<file path="src/rtl/main_control_fsm.sv">
// main_control_fsm: multicycle main control FSM for the RISC-V core.
// Sequences fetch/decode/execute/memory/writeback from the IR opcode and
// drives datapath selects, write enables, branch request and ALUOp.
// Optional feature: define ILLEGAL_OP_HALT_EN to halt on an undefined
// opcode (sticky illegal_op until rst); otherwise it executes as a NOP.
module main_control_fsm (
    input  logic       clk,
    input  logic       rst,
    input  logic [6:0] op,
    output logic       PCWrite,
    output logic       AdrSrc,
    output logic       MemWrite,
    output logic       IRWrite,
    output logic       RegWrite,
    output logic       branch,
    output logic [1:0] ResultSrc,
    output logic [1:0] ALUSrcA,
    output logic [1:0] ALUSrcB,
    output logic [2:0] ImmSrc,
    output logic [1:0] ALUOp,
    output logic       illegal_op
);

    localparam logic [6:0] OP_LW   = 7'b0000011;
    localparam logic [6:0] OP_SW   = 7'b0100011;
    localparam logic [6:0] OP_R    = 7'b0110011;
    localparam logic [6:0] OP_I    = 7'b0010011;
    localparam logic [6:0] OP_BR   = 7'b1100011;
    localparam logic [6:0] OP_JAL  = 7'b1101111;
    localparam logic [6:0] OP_JALR = 7'b1100111;
    localparam logic [6:0] OP_LUI  = 7'b0110111;

    localparam logic [3:0] S_FETCH    = 4'd0;
    localparam logic [3:0] S_DECODE   = 4'd1;
    localparam logic [3:0] S_MEMADR   = 4'd2;
    localparam logic [3:0] S_MEMREAD  = 4'd3;
    localparam logic [3:0] S_MEMWB    = 4'd4;
    localparam logic [3:0] S_MEMWRITE = 4'd5;
    localparam logic [3:0] S_EXECR    = 4'd6;
    localparam logic [3:0] S_EXECI    = 4'd7;
    localparam logic [3:0] S_ALUWB    = 4'd8;
    localparam logic [3:0] S_BRANCH   = 4'd9;
    localparam logic [3:0] S_JAL      = 4'd10;
    localparam logic [3:0] S_JALR     = 4'd11;
    localparam logic [3:0] S_LINKWB   = 4'd12;
    localparam logic [3:0] S_LUI      = 4'd13;
`ifdef ILLEGAL_OP_HALT_EN
    localparam logic [3:0] S_HALT     = 4'd14;
`endif

    logic [3:0] state;
    logic [3:0] state_n;

    // State register: reset returns to FETCH
    always_ff @(posedge clk) begin
        if (rst) state <= S_FETCH;
        else     state <= state_n;
    end

    // Next-state decode; unencoded states recover to FETCH
    always_comb begin
        state_n = S_FETCH;
        case (state)
            S_FETCH:  state_n = S_DECODE;
            S_DECODE: begin
                case (op)
                    OP_LW, OP_SW: state_n = S_MEMADR;
                    OP_R:         state_n = S_EXECR;
                    OP_I:         state_n = S_EXECI;
                    OP_BR:        state_n = S_BRANCH;
                    OP_JAL:       state_n = S_JAL;
                    OP_JALR:      state_n = S_JALR;
                    OP_LUI:       state_n = S_LUI;
`ifdef ILLEGAL_OP_HALT_EN
                    default:      state_n = S_HALT;
`else
                    default:      state_n = S_FETCH;
`endif
                endcase
            end
            S_MEMADR:   state_n = (op == OP_SW) ? S_MEMWRITE : S_MEMREAD;
            S_MEMREAD:  state_n = S_MEMWB;
            S_EXECR:    state_n = S_ALUWB;
            S_EXECI:    state_n = S_ALUWB;
            S_JAL:      state_n = S_LINKWB;
            S_JALR:     state_n = S_LINKWB;
`ifdef ILLEGAL_OP_HALT_EN
            S_HALT:     state_n = S_HALT;
`endif
            default:    state_n = S_FETCH;
        endcase
    end

    // Moore output decode; everything forced low while rst is asserted
    always_comb begin
        PCWrite    = 1'b0;
        AdrSrc     = 1'b0;
        MemWrite   = 1'b0;
        IRWrite    = 1'b0;
        RegWrite   = 1'b0;
        branch     = 1'b0;
        ResultSrc  = 2'b00;
        ALUSrcA    = 2'b00;
        ALUSrcB    = 2'b00;
        ImmSrc     = 3'b000;
        ALUOp      = 2'b00;
        illegal_op = 1'b0;
        if (!rst) begin
            case (state)
                S_FETCH: begin
                    IRWrite   = 1'b1;
                    ALUSrcB   = 2'b10;
                    ResultSrc = 2'b10;
                    PCWrite   = 1'b1;
                end
                S_DECODE: begin
                    ALUSrcA = 2'b01;
                    ALUSrcB = 2'b01;
                    ImmSrc  = (op == OP_JAL) ? 3'b100 : 3'b010;
                end
                S_MEMADR: begin
                    ALUSrcA = 2'b10;
                    ALUSrcB = 2'b01;
                    ImmSrc  = (op == OP_SW) ? 3'b001 : 3'b000;
                end
                S_MEMREAD: AdrSrc = 1'b1;
                S_MEMWB: begin
                    ResultSrc = 2'b01;
                    RegWrite  = 1'b1;
                end
                S_MEMWRITE: begin
                    AdrSrc   = 1'b1;
                    MemWrite = 1'b1;
                end
                S_EXECR: begin
                    ALUSrcA = 2'b10;
                    ALUOp   = 2'b10;
                end
                S_EXECI: begin
                    ALUSrcA = 2'b10;
                    ALUSrcB = 2'b01;
                    ALUOp   = 2'b10;
                end
                S_ALUWB: RegWrite = 1'b1;
                S_BRANCH: begin
                    ALUSrcA = 2'b10;
                    ALUOp   = 2'b01;
                    branch  = 1'b1;
                end
                S_JAL: PCWrite = 1'b1;
                S_JALR: begin
                    ALUSrcA   = 2'b10;
                    ALUSrcB   = 2'b01;
                    ResultSrc = 2'b10;
                    PCWrite   = 1'b1;
                end
                S_LINKWB: begin
                    ALUSrcA   = 2'b01;
                    ALUSrcB   = 2'b10;
                    ResultSrc = 2'b10;
                    RegWrite  = 1'b1;
                end
                S_LUI: begin
                    ImmSrc    = 3'b011;
                    ResultSrc = 2'b11;
                    RegWrite  = 1'b1;
                end
`ifdef ILLEGAL_OP_HALT_EN
                S_HALT: illegal_op = 1'b1;
`endif
                default: ;
            endcase
        end
    end

endmodule
</file>
<file path="config.mk">
export PLATFORM = sky130hd
export DESIGN_NAME = main_control_fsm
export DESIGN_NICKNAME = d
export VERILOG_FILES = /design/src/rtl/main_control_fsm.sv
export SDC_FILE = /design/constraint.sdc
export NUM_CORES = 1
export LEC_CHECK = 0
export CAP_MARGIN = 20
export CORE_MARGIN = 5
export CORE_UTILIZATION = 30
export DETAILED_ROUTE_END_ITERATION = 8
export PLACE_DENSITY = 0.63
export SYNTH_ARGS = -nofsm -noshare
export SYNTH_HDL_FRONTEND = slang
export SYNTH_SLANG_ARGS = --single-unit
</file>
<file path="constraint.sdc">
create_clock -name clk -period 1.4 [get_ports clk]
set_clock_uncertainty 0.1 [all_clocks]
set_input_delay 0.21 -clock clk [delete_from_list [all_inputs] [get_ports clk]]
set_output_delay 0.21 -clock clk [all_outputs]
set_load 0.01 [all_outputs]
</file>
* After elaboration in Yosys (flattened, before gate mapping)
Index checks and enable logic that the tools add are counted.
** Storage, ports and cells
- Register bits after elaboration :: 4
- Input port bits :: 9
- Output and inout bits :: 18
- Word-level logic and storage cells :: 61
** Cells by class
- Equality and inequality tests :: 21
- Muxes and demuxes :: 27
- Reduce and logical (&&, ||, !) cells :: 12
** Operators with widths (count)
- $pmux W4 S7 :: 1
- $eq A4 B4 Y1 const B :: 6
- $pmux W4 S6 :: 1
- $eq A7 B6 Y1 const B :: 3
- $eq A7 B7 Y1 const B :: 3
- $eq A4 B3 Y1 const B :: 4
- $mux W1 :: 13
- $pmux W2 S2 :: 3
- $reduce_or A2 Y1 :: 6
- $mux W3 :: 3
- $pmux W3 S3 :: 1
- $eq A4 B2 Y1 const B :: 2
- $mux W2 :: 4
- $reduce_or A4 Y1 :: 2
- $eq A7 B2 Y1 const B :: 1
- $eq A7 B5 Y1 const B :: 1
- $pmux W2 S3 :: 1
- $reduce_or A3 Y1 :: 2
- $reduce_or A5 Y1 :: 1
- $eq A4 B1 Y1 const B :: 1
- $logic_not A4 Y1 :: 1

* Longest topological paths before layout
- Depth in word-level cells :: 4
- Gate-level depth with buffers :: 6
- Gate-level depth less buffers :: 4

* Least setup slack after synthesis
Ideal clock, no wire load.
- Path type :: register to output
- From :: register state[0]
- To :: output ResultSrc[1]
- Required time :: 1.090 ns
- Stages on the path, launching flop included :: 5
- Data arrival time :: 1.329 ns
- Setup slack :: -0.239 ns
- Cells stage by stage :: dfxtp_1 > clkbuf_1 > clkbuf_1 > nand3_1 > a211oi_1
** On the way
- Word-level cells in the longest chain between the ends :: 4
- Elaborated cells on any way between the ends :: 8
** RTL lines
- start: declaration :: line 51 : logic [3:0] state;
- start signal: assignment :: line 57 : else state <= state_n;
- $eq A4 B4 Y1 or $logic_not A4 Y1 (tied branches) :: line 109 : case (state)
- $reduce_or A3 Y1 (no line)
- $pmux W2 S3 (*) :: line 109
- $mux W2 (*) :: line 108 : if (!rst) begin
- end: declaration :: line 16 : output logic [1:0] ResultSrc,
Every way passes the cells marked *; elsewhere a longest branch is shown, timed or not.

* Worst setup path in the final report
- From :: register state[1]
- To :: output ImmSrc[0]
** On the way
- Word-level cells in the longest chain between the ends :: 3
- Elaborated cells on any way between the ends :: 5
** RTL lines
- $eq A4 B4 Y1, or another cell as far along :: line 109
- $pmux W3 S3 (*) :: line 109
- $mux W3 (*) :: line 108
- end: declaration :: line 19 : output logic [2:0] ImmSrc,
Marks and branches as above.

==> flow_summary.json <==
{
  "path_class": "register to output pin",
  "fin_hold_ws_ps": 196,
  "fp-row-count": 15,
  "largest_reg_flops": 4,
  "grt_pass1_vias": 831,
  "hold_viol_final": 0,
  "ys_types": 40,
  "holdCritStartpoint": "op[4]",
  "synth-seq-cells": 4,
  "syn_nets": 93,
  "p_sw_mw": 0.176,
  "core-area_sq_um": 1750,
  "synth_area_leaders": "dfxtp_1 14%, nor3_1 6.3%, nor4_1 5.7%",
  "maxCapViolations": 0,
  "drt_iter0_markers": 9,
  "p_int_mw": 0.339,
  "critPathMaxFanout": 2,
  "fmax_mhz": 558,
  "swShare_pct": 34.2,
  "dr.pass1.iters": 6,
  "slew_violations": 0,
  "boundaryPins": 27,
  "path_cells": "inv_2 > or4_4 > o22ai_2 > nor2b_4 > buf_6",
  "antenna_found_initial": 0,
  "port-buffer-count": 25,
  "grt_pass1_wl_mm": 3.77,
  "hold_path.class": "input port to register",
  "synth_ff_type": "dfxtp_1",
  "fin_setup_tns_ps": -4400,
  "start_util_pct": 31.7,
  "synth_top_area_share_pct": 14.5,
  "critical_path_buf_inv_count": 2,
  "hold_buffers": 0,
  "vias": 909,
  "n_antenna_cell": 0,
  "area_growth_pct": 147,
  "cts_buffer_depth": 2,
  "end_kind": "output pin",
  "clkPwrFrac_pct": 27.0,
  "status": "finished, violations left",
  "cts_tree": "built",
  "report.power.total_mw": 0.515,
  "worstPathArrival_ps": 1480,
  "fin_crit_sh_pct": 128,
  "place_congestion": 0.803,
  "synth-async-reset-ratio_pct": 0,
  "startpoint_type": "register",
  "die-area_sq_um": 2800,
  "grt_max_degree": 12,
  "clkTransAtPathRegs_ps": 40,
  "fin_crit_ps": 1790,
  "die_h_microns": 52.9,
  "via_per_inst": 5.35,
  "root_buffer": "clkbuf_4",
  "critPathLaunch": "state[1]",
  "synth_edf_count": 0,
  "yosysTopAreaCell": "dfxtp_1",
  "wirelength_mm": 2.70,
  "cts_buffers": 3,
  "cp_top_family": "simple AND/OR/NAND/NOR gates",
  "slowest_delay_ps": 530,
  "rsz0062_at_grt": "true",
  "crit_slowest_cell": "or4_4",
  "synth_cells": 84,
  "syn_area_per_cell_sq_um": 6.58,
  "final_common_cell": "buf_4",
  "p_leak_nw": 0.605,
  "drive_gt1_share_pct": 77.9,
  "grt_overflow": 0,
  "fill_cells": 129,
  "p_per_area_nw_per_um2": 378,
  "h-tree-depth": 1,
  "place_hpwl_mm": 1.56,
  "insertion_delay_ps": 230,
  "grt_use_total_pct": 18.0,
  "post-route-drc-count": 0,
  "reg2reg_from": "state[2]",
  "syn_area_sq_um": 553,
  "seq_area_frac_synth_pct": 14.5,
  "layout.nets": 156,
  "p_comb_share_pct": 49.9,
  "seqPwrFrac_pct": 23.2,
  "violations": "setup timing",
  "synth_warnings": 0,
  "drt-wirelength-per-cell_microns": 15.9,
  "ir_drop_mv": 0.295,
  "ant_nets": 0,
  "die_w_microns": 52.9,
  "top_regs": "state (4)",
  "worst_slack_ps": -392,
  "worst_ep_required_time_ps": 1090,
  "final_cell_mix": "30 x buf_4, 15 x buf_2, 13 x buf_6, 6 x nor3_2",
  "largest_register": "state",
  "setup_viol": 18,
  "cts_num_sinks": 4
}
==> through the flow <==
step           std cells  setup slack, ps  utilization (%)  cell area (sq um)
6_report             170             -392             78.2               1370
3_5_place_dp         155            -1070             63.4               1110
4_1_cts              168             -418             71.9               1250
3_3_place_gp         155            -1060             63.4               1110
5_1_grt              170             -446             78.2               1370
2_1_floorplan         84             -113                -                666
==> tightest hold or removal path: stages <==
cell	delay [ps]
buf_6	100
o21ai_0	100
o41ai_2	70
==> routing by layer <==
metal  wire, microns  global-route usage (%)  up-vias
met5               0                       0        -
met4              72                    3.83        0
met3              58                    1.69        8
met2            1420                    32.9       27
met1            1150                    22.6      443
li1                -                       -      431
==> synth_stat cells, drive strengths merged, types with 2 or more instances <==
master  number
dfxtp        4
nor2b        2
o21ai        2
nand2        3
nand2b       2
a21oi        6
clkbuf       6
buf          4
nor3b        2
nand3        2
or2          2
nor3         7
or4          2
a211oi       2
xnor2        2
xor2         2
nor2         9
nor4         5
inv          4
==> cell families (layout without fill, tap and decap cells) <==
family                 after synthesis  in the layout  synth area share [%]
AND/OR/NAND/NOR                     39             39                  39.8
AO/OA/AOI/OAI                       22             22                  27.8
buffers and inverters               14             75                  10.9
XOR/XNOR                             4              4                  6.34
flip-flops                           4              4                  14.5
other                                1              1                 0.678
==> what timing repair did <==
action / in CTS / in global routing
resized for setup: 109 / 37
pin swaps: 13 / 16
buffers inserted: 10 / 8
endpoints found under the setup margin: 20 / 21
==> power groups by stage <==
stage | clock network [mW] | logic [mW] | registers (mW)
after floorplan | 0 | 0.110 | 0.121
after global placement | 0 | 0.211 | 0.123
after detailed placement | 0 | 0.213 | 0.123
after CTS | 0.144 | 0.224 | 0.118
after global routing | 0.145 | 0.276 | 0.120
final | 0.139 | 0.257 | 0.119
==> worst paths after layout <==
| check | to | slack, ps | cells after the start |
|---|---|---|---|
| worst max-delay path | ImmSrc[0] | -390 | 5 |
| worst max register to register | state[2] | -130 | 5 |
| worst min register to register | state[2] | 530 | 2 |
| worst min-delay path | state[2] | 200 | 3 |
==> area by class of cell <==
type	instances	area, sq um	area share (%)
repair buffers	68	546	40.0
multi-input cells	66	661	48.4
well taps	25	31.3	2.29
clock buffers	3	22.5	1.65
flip-flops and latches	4	90.1	6.60
inverters	4	15.0	1.10
Power figures use the tool's default switching activity.
